==> src/rtl/instr_type.sv <==
// Shared load-path types: decoded load kind, load-unit error code and FSM state.
package instr_type;

  typedef enum logic [2:0] {
    lk_lb      = 3'd0,
    lk_lh      = 3'd1,
    lk_lw      = 3'd2,
    lk_lbu     = 3'd3,
    lk_lhu     = 3'd4,
    lk_invalid = 3'd5
  } load_kind_t;

  typedef enum logic [1:0] {
    lu_ok         = 2'd0,
    lu_misaligned = 2'd1,
    lu_illegal    = 2'd2
  } lu_err_t;

  typedef enum logic [1:0] {
    IDLE = 2'd0,
    REQ  = 2'd1,
    WAIT = 2'd2,
    RESP = 2'd3
  } lu_state_t;

  // Error classification known at acceptance; lu_ok means a memory read is needed.
  function automatic lu_err_t accept_err(input load_kind_t kind, input logic [1:0] addr_lo);
    lu_err_t err;
    case (kind)
      lk_lb, lk_lbu: err = lu_ok;
      lk_lh, lk_lhu: err = addr_lo[0] ? lu_misaligned : lu_ok;
      lk_lw:         err = (addr_lo != 2'b00) ? lu_misaligned : lu_ok;
      default:       err = lu_illegal;
    endcase
    return err;
  endfunction

endpackage

==> src/rtl/load_align.sv <==
// Selects the addressed byte/halfword lane of a little-endian read word and extends it.
module load_align
  import instr_type::*;
(
  input  load_kind_t  i_kind,
  input  logic [1:0]  i_addr,
  input  logic [31:0] i_word,
  output logic [31:0] o_data
);

  logic [7:0]  w_byte;
  logic [15:0] w_half;

  always_comb begin
    w_byte = i_word[7:0];
    unique case (i_addr)
      2'd0: w_byte = i_word[7:0];
      2'd1: w_byte = i_word[15:8];
      2'd2: w_byte = i_word[23:16];
      2'd3: w_byte = i_word[31:24];
      default: w_byte = i_word[7:0];
    endcase
  end

  assign w_half = i_addr[1] ? i_word[31:16] : i_word[15:0];

  always_comb begin
    o_data = '0;
    case (i_kind)
      lk_lb:   o_data = {{24{w_byte[7]}}, w_byte};
      lk_lbu:  o_data = {24'h0, w_byte};
      lk_lh:   o_data = {{16{w_half[15]}}, w_half};
      lk_lhu:  o_data = {16'h0, w_half};
      lk_lw:   o_data = i_word;
      default: o_data = '0;
    endcase
  end

endmodule

==> src/rtl/load_unit.sv <==
// Single-outstanding load unit: accepts a decoded load, issues one word read,
// formats the returned lane and holds the result until the consumer takes it.
module load_unit
  import instr_type::*;
(
  input  logic        clk,
  input  logic        rst,
  input  logic        req_valid,
  output logic        req_ready,
  input  load_kind_t  req_kind,
  input  logic [31:0] req_addr,
  input  logic [4:0]  req_rd,
  output logic        mem_req,
  output logic [31:0] mem_addr,
  input  logic        mem_gnt,
  input  logic        mem_rvalid,
  input  logic [31:0] mem_rdata,
  output logic        resp_valid,
  input  logic        resp_ready,
  output logic [31:0] resp_data,
  output logic [4:0]  resp_rd,
  output lu_err_t     resp_err
);

  lu_state_t   r_state;
  lu_state_t   w_state_next;
  load_kind_t  r_kind;
  logic [31:0] r_addr;
  logic [4:0]  r_rd;
  logic [31:0] r_resp_data;
  lu_err_t     r_resp_err;

  logic        w_accept;
  lu_err_t     w_accept_err;
  logic        w_rdata_take;
  logic [31:0] w_fmt_data;

  assign w_accept     = req_valid && (r_state == IDLE);
  assign w_accept_err = accept_err(req_kind, req_addr[1:0]);
  // Read data only counts while a read is actually outstanding.
  assign w_rdata_take = (r_state == WAIT) && mem_rvalid;

  always_ff @(posedge clk or posedge rst) begin
    if (rst) begin
      r_state <= IDLE;
    end else begin
      r_state <= w_state_next;
    end
  end

  always_comb begin
    w_state_next = r_state;
    unique case (r_state)
      IDLE: begin
        if (w_accept) begin
          w_state_next = (w_accept_err == lu_ok) ? REQ : RESP;
        end
      end
      REQ:     if (mem_gnt)    w_state_next = WAIT;
      WAIT:    if (mem_rvalid) w_state_next = RESP;
      RESP:    if (resp_ready) w_state_next = IDLE;
      default: w_state_next = IDLE;
    endcase
  end

  always_comb begin
    req_ready  = (r_state == IDLE);
    mem_req    = (r_state == REQ);
    mem_addr   = (r_state == REQ) ? {r_addr[31:2], 2'b00} : 32'h0;
    resp_valid = (r_state == RESP);
  end

  always_ff @(posedge clk or posedge rst) begin
    if (rst) begin
      r_kind      <= lk_lb;
      r_addr      <= 32'h0;
      r_rd        <= 5'h0;
      r_resp_data <= 32'h0;
      r_resp_err  <= lu_ok;
    end else if (w_accept) begin
      r_kind      <= req_kind;
      r_addr      <= req_addr;
      r_rd        <= req_rd;
      r_resp_data <= 32'h0;
      r_resp_err  <= w_accept_err;
    end else if (w_rdata_take) begin
      r_resp_data <= w_fmt_data;
      r_resp_err  <= lu_ok;
    end
  end

  assign resp_data = r_resp_data;
  assign resp_rd   = r_rd;
  assign resp_err  = r_resp_err;

  load_align u_load_align (
    .i_kind (r_kind),
    .i_addr (r_addr[1:0]),
    .i_word (mem_rdata),
    .o_data (w_fmt_data)
  );

endmodule

==> config.mk <==
export PLATFORM = sky130hd
export DESIGN_NAME = load_unit
export DESIGN_NICKNAME = d
export VERILOG_FILES = /design/src/rtl/instr_type.sv /design/src/rtl/load_align.sv /design/src/rtl/load_unit.sv
export SDC_FILE = /design/constraint.sdc
export NUM_CORES = 1
export LEC_CHECK = 0
export ABC_AREA = 1
export CORE_ASPECT_RATIO = 0.6
export CORE_UTILIZATION = 25
export CTS_BUF_LIST = sky130_fd_sc_hd__clkbuf_16
export CTS_CLUSTER_DIAMETER = 50
export CTS_CLUSTER_SIZE = 20
export DETAILED_ROUTE_END_ITERATION = 16
export SKIP_CTS_REPAIR_TIMING = 1
export SYNTH_ARGS = -nofsm -noshare
export SYNTH_HDL_FRONTEND = slang
export SYNTH_SLANG_ARGS = --single-unit
==> constraint.sdc <==
create_clock -name clk -period 4.9 [get_ports clk]
set_input_delay 0.735 -clock clk [delete_from_list [all_inputs] [get_ports clk]]
set_output_delay 0.735 -clock clk [all_outputs]
set_load 0.005 [all_outputs]
# After elaboration in Yosys (flattened, before gate mapping)
# Index checks and enable logic that the tools add are counted.
[word_totals]
inputBits = 78
elab_cells = 53
output_inout_bits = 74
reg_bits = 76
[classes]
n_eq_ne = 18
n_reduce_logical = 12
mux = 17
[ops]
columns = ["operator", "count"]
rows = [
  ["one-hot mux 32 bit (5 select lines)", 1],
  ["two-way mux 32 bit", 3],
  ["one-hot mux 8 bit (4 select lines)", 1],
  ["two-way mux 16 bit", 1],
  ["two-way mux 2 bit", 7],
  ["== test 3 x 2 -> 1 bit (second input constant)", 4],
  ["== test 2 bit (second input constant)", 4],
  ["one-hot mux 2 bit (4 select lines)", 1],
  ["== test 3 x 1 -> 1 bit (second input constant)", 2],
  ["== test 3 bit (second input constant)", 2],
  ["logical NOT 2 bit", 3],
  ["logical NOT 3 bit", 2],
  ["inequality test 2 x 1 -> 1 bit (second input constant)", 3],
  ["one-hot mux 2 bit (3 select lines)", 1],
  ["== test 2 x 1 -> 1 bit (second input constant)", 2],
  ["AND reduction 4 bit", 1],
  ["nonzero test 2 bit", 2],
  ["OR reduction 2 bit", 2],
  ["logical AND 1 bit", 2],
  ["two-way mux 1 bit", 2],
  ["inequality test 2 bit (second input constant)", 1],
]

# Logic depth before layout (Yosys ltp)
[logic_depth]
word_depth = 7
depth_mapped = 10
ltp_nobuf = 9

# Modules after synthesis
# From an unflattened synthesis, not the netlist that was laid out.
[hier_totals]
hier_cells = 700
area_unflattened_um2 = 4650.7
[modules_own_cells]
columns = ["mod", "n_inst", "cells_per_inst", "seq_area_each_um2", "area_each_um2"]
rows = [
  ["load_unit", 1, 426, 1901.8, 3449.6],
  ["load_align", 1, 274, 0.0, 1201.2],
]

# Least setup slack after synthesis
# Ideal clock, no wire load.
[synth_path]
kind = "reg-to-output"
start = "register r_state[1]"
end = "output mem_addr[31]"
t_arrival_ns = 1.090
stages_incl_launch_ff = 6
n_path_buf = 1
required_time_ns = 4.165
setup_slack_ns = 3.075
cell_sequence = "dfrtp_1 -> inv_1 -> ha_1 -> clkbuf_1 -> nand2_1 -> inv_1"
[synth_between]
elab_chain_cells = 2
[synth_rtl]
columns = ["element", "line", "source"]
rows = [
  ["from (decl)", "load_unit.sv:25", "lu_state_t r_state;"],
  ["from (signal assigned)", "load_unit.sv:47", "r_state <= w_state_next;"],
  ["== test 2 x 1 -> 1 bit", "-", ""],
  ["named net mem_req", "load_unit.sv:13", "output logic mem_req,"],
  ["two-way mux 32 bit", "load_unit.sv:69", "mem_addr = (r_state == REQ) ? {r_addr[31:2], 2'b00} : 32'h0;"],
  ["to (decl)", "load_unit.sv:14", "output logic [31:0] mem_addr,"],
]
# The timed path passes the listed nets, and every way through them passes these cells.

# Worst setup path after layout
[layout_path]
start = "register r_state[1]"
end = "output mem_addr[26]"
[layout_between]
elab_chain_cells = 2
[layout_rtl]
columns = ["element", "line"]
rows = [
  ["== test 2 x 1 -> 1 bit", "load_unit.sv:69"],
  ["two-way mux 32 bit", "load_unit.sv:69"],
]
# No other way between the ends.

==> results.cfg <==
[timing]
finalCritPeriodShare = 0.6797
fmax_mhz = 300.2
tns_ns = 0
finalSetupViolCount = 0
slew_viol_final = 0
post-route-min-period_ns = 3.331
worstMarginPinSlew_ns = 1.243
relSlewSlack = 0.1689
hold_viol = 0
finalClockSkew_ns = 0.005930
rsz0062_at_grt = false

[hold_path]
worst_hold_path_type = flip-flop to flip-flop
min_path_cells = 2
hp-start = resp_rd[2]
holdPathEnd = resp_rd[2]

[die]
dieArea_sq_mm = 0.01825
die_h_um = 105.0
initial_core_util = 0.2569
die_x_um = 173.7
fp-row-count = 37
io_pins = 152
core_sq_mm = 0.01722

[power]
p_sw_frac = 0.4206
power.switching_mw = 1.494
vdd_drop_max_mv = 0.1867
combPwrFrac = 0.512
total_power_mw = 3.552
p_seq_frac = 0.310
p_int_mw = 2.058
clkPwrFrac = 0.178
p_per_area_mw_per_mm2 = 564.7
p_leak_nw = 3.362

[yosys]
synth_ff_type = dfrtp_1
synthTopCellsByCount = nand2_1, dfrtp_1, inv_1, nor2_1, o21ai_0
yosysTopAreaCell = dfrtp_1
synth_seq_cells = 76
synth_top_area_share = 0.4299
syn_inst = 626
ys_types = 26
synthTopCellsByArea = dfrtp_1, nand2_1, inv_1
synthArstFlopShare = 1.000
syn_area_per_cell_sq_um = 7.067
syn-cell-area_sq_mm = 0.004424
yosys_warnings = 0
synth_most_common_cell = nand2_1
yosysSeqAreaShare = 0.4299
synth_edf_count = 0

[clock_tree]
cts_tree = built
path_clk_slew_ns = 0.06
cts_sinks = 76
numCtsBuffers = 9
ctsLongestPathBuffers = 2
htreeDepth = 3
cts_root_buf = clkbuf_16
clock_latency_ns = 0.33

[grt]
overflow = 0
grt_pass1_wl_um = 21590
grt_max_degree = 46
grt_pass1_vias = 3880
grt_use_total = 0.1518
antenna_found_initial = 0

[worst_setup_path]
reg2regPathDepth = 7
startpoint_type = flip-flop
timing_worst_setup_path_type = flip-flop to primary output
worst-endpoint-arrival_ns = 2.60
reg2reg_slack_ns = 2.25
timing.rr.end = resp_data[20]
endpoint_kind = primary output
reg2reg_from = r_state[1]
path_max_fanout = 32
required_ns = 4.16

[drt]
wl_per_cell_um = 13.55
avgViaCountPerCell = 4.217
first_pass_iters = 5
ant_nets = 0
vias = 4209
drt-initial-drc-count = 259
wl_um = 13520
drc_errors = 0

[place]
gp_congestion = 0.8428
io_buffers = 149
dp_cells = 981
place_area_sq_mm = 0.006013
dp_hpwl_um = 9848

[flow_run]
cap_viol_max_count = 0

[layout]
stdcell_count = 998
final_cell_area_sq_mm = 0.006290
drive_gt1_frac = 0.08126
fin_nets = 840
syn_to_final_growth_pct = 42.17

[status]
status = finished clean
-- critical path, stage by stage, from the launching register on --
cell and delay [ns]:
dfrtp_1 0.42, inv_1 0.11, ha_1 0.98, nand2_1 0.16, inv_1 0.10, clkdlybuf4s50_1 0.49
-- sequential cells by signal, summed over array words and instances, names as in the netlist --
| signal | count |
|---|---|
| r_addr | 32 |
| resp_rd | 5 |
| r_kind | 3 |
| r_state | 2 |
| resp_data | 32 |
| resp_err | 2 |
-- metrics by stage --
stage	worst slack, ns	util	hold WS (ns)
after CTS	1.525	0.3651	0.4821
after global routing	1.363	0.3651	0.4913
final	1.569	0.3652	0.4772
after detailed placement	1.851	0.3492	0.4653
after global placement	1.840	0.3492	0.4629
after floorplan	2.227	-	0.4487
-- area by class of cell --
cell class | count | area, sq um
Timing Repair Buffer | 152 | 1514
Multi-Input combinational cell | 457 | 2071
Clock buffer | 9 | 225.2
Fill cell | 1843 | 10930
Sequential cell | 76 | 1902
Inverter | 62 | 234.0
Clock inverter | 7 | 48.80
Antenna cell | 1 | 2.502
Tap cell | 234 | 292.8
-- layout by cell type (no fill, tap or decap) --
master | synthesis | layout
nand2_1 | 313 | 313
clkdlybuf4s50_1 | 0 | 149
dfrtp_1 | 76 | 76
inv_1 | 57 | 56
nor2_1 | 28 | 28
o21ai_0 | 24 | 24
nand3_1 | 22 | 22
nand3_2 | 20 | 20
a21oi_1 | 19 | 19
or2_2 | 9 | 9
clkbuf_16 | 0 | 9
inv_2 | 4 | 4
nand2_4 | 4 | 4
ha_1 | 4 | 4
nand2_2 | 3 | 3
clkinvlp_4 | 0 | 3
buf_4 | 6 | 3
clkinv_1 | 1 | 2
nand4_1 | 2 | 2
and2_1 | 2 | 2
clkinv_2 | 0 | 2
conb_1 | 1 | 2
inv_6 | 0 | 2
diode_2 | 0 | 1
a22o_1 | 1 | 1
nor2_4 | 1 | 1
nand3b_4 | 1 | 1
nor3_4 | 1 | 1
or2_1 | 1 | 1
-- cells by family (layout without fill, tap and decap cells) --
kind of cell,after synthesis,after routing,synth area share
AOI/OAI and AO/OA,44,44,0.05062
and+or+nand+nor,407,407,0.4044
buffers and inverters,94,230,0.1029
adders and majority gates,4,4,0.01131
other,1,3,0.0008476
DFF,76,76,0.4299
-- layer usage --
layer,wire length (um),track usage
met1,6819,0.2279
met2,5282,0.1997
met3,1326,0.05859
met4,90,0.03070
met5,0,0
-- power groups by stage --
stage	Clock, mW	Sequential [mW]	Combinational [mW]
floorplan	0	1.05	1.17
global placement	0	1.11	1.82
detailed placement	0	1.10	1.83
CTS	0.663	1.10	1.83
global route	0.682	1.14	2.03
finish	0.633	1.10	1.82
-- worst max path at each step --
stage	from	to	slack, ns	cells past startpoint
CTS	r_state[1]	mem_addr[26]	1.52	5
finish	r_state[1]	mem_addr[26]	1.57	5
global route	r_state[1]	mem_addr[26]	1.36	5
floorplan	rst	r_addr[0]	2.23	1
global placement	req_valid	resp_data[31]	1.84	6
detailed placement	req_valid	resp_data[25]	1.85	6
No activity file was read; power rests on OpenSTA's default activity.
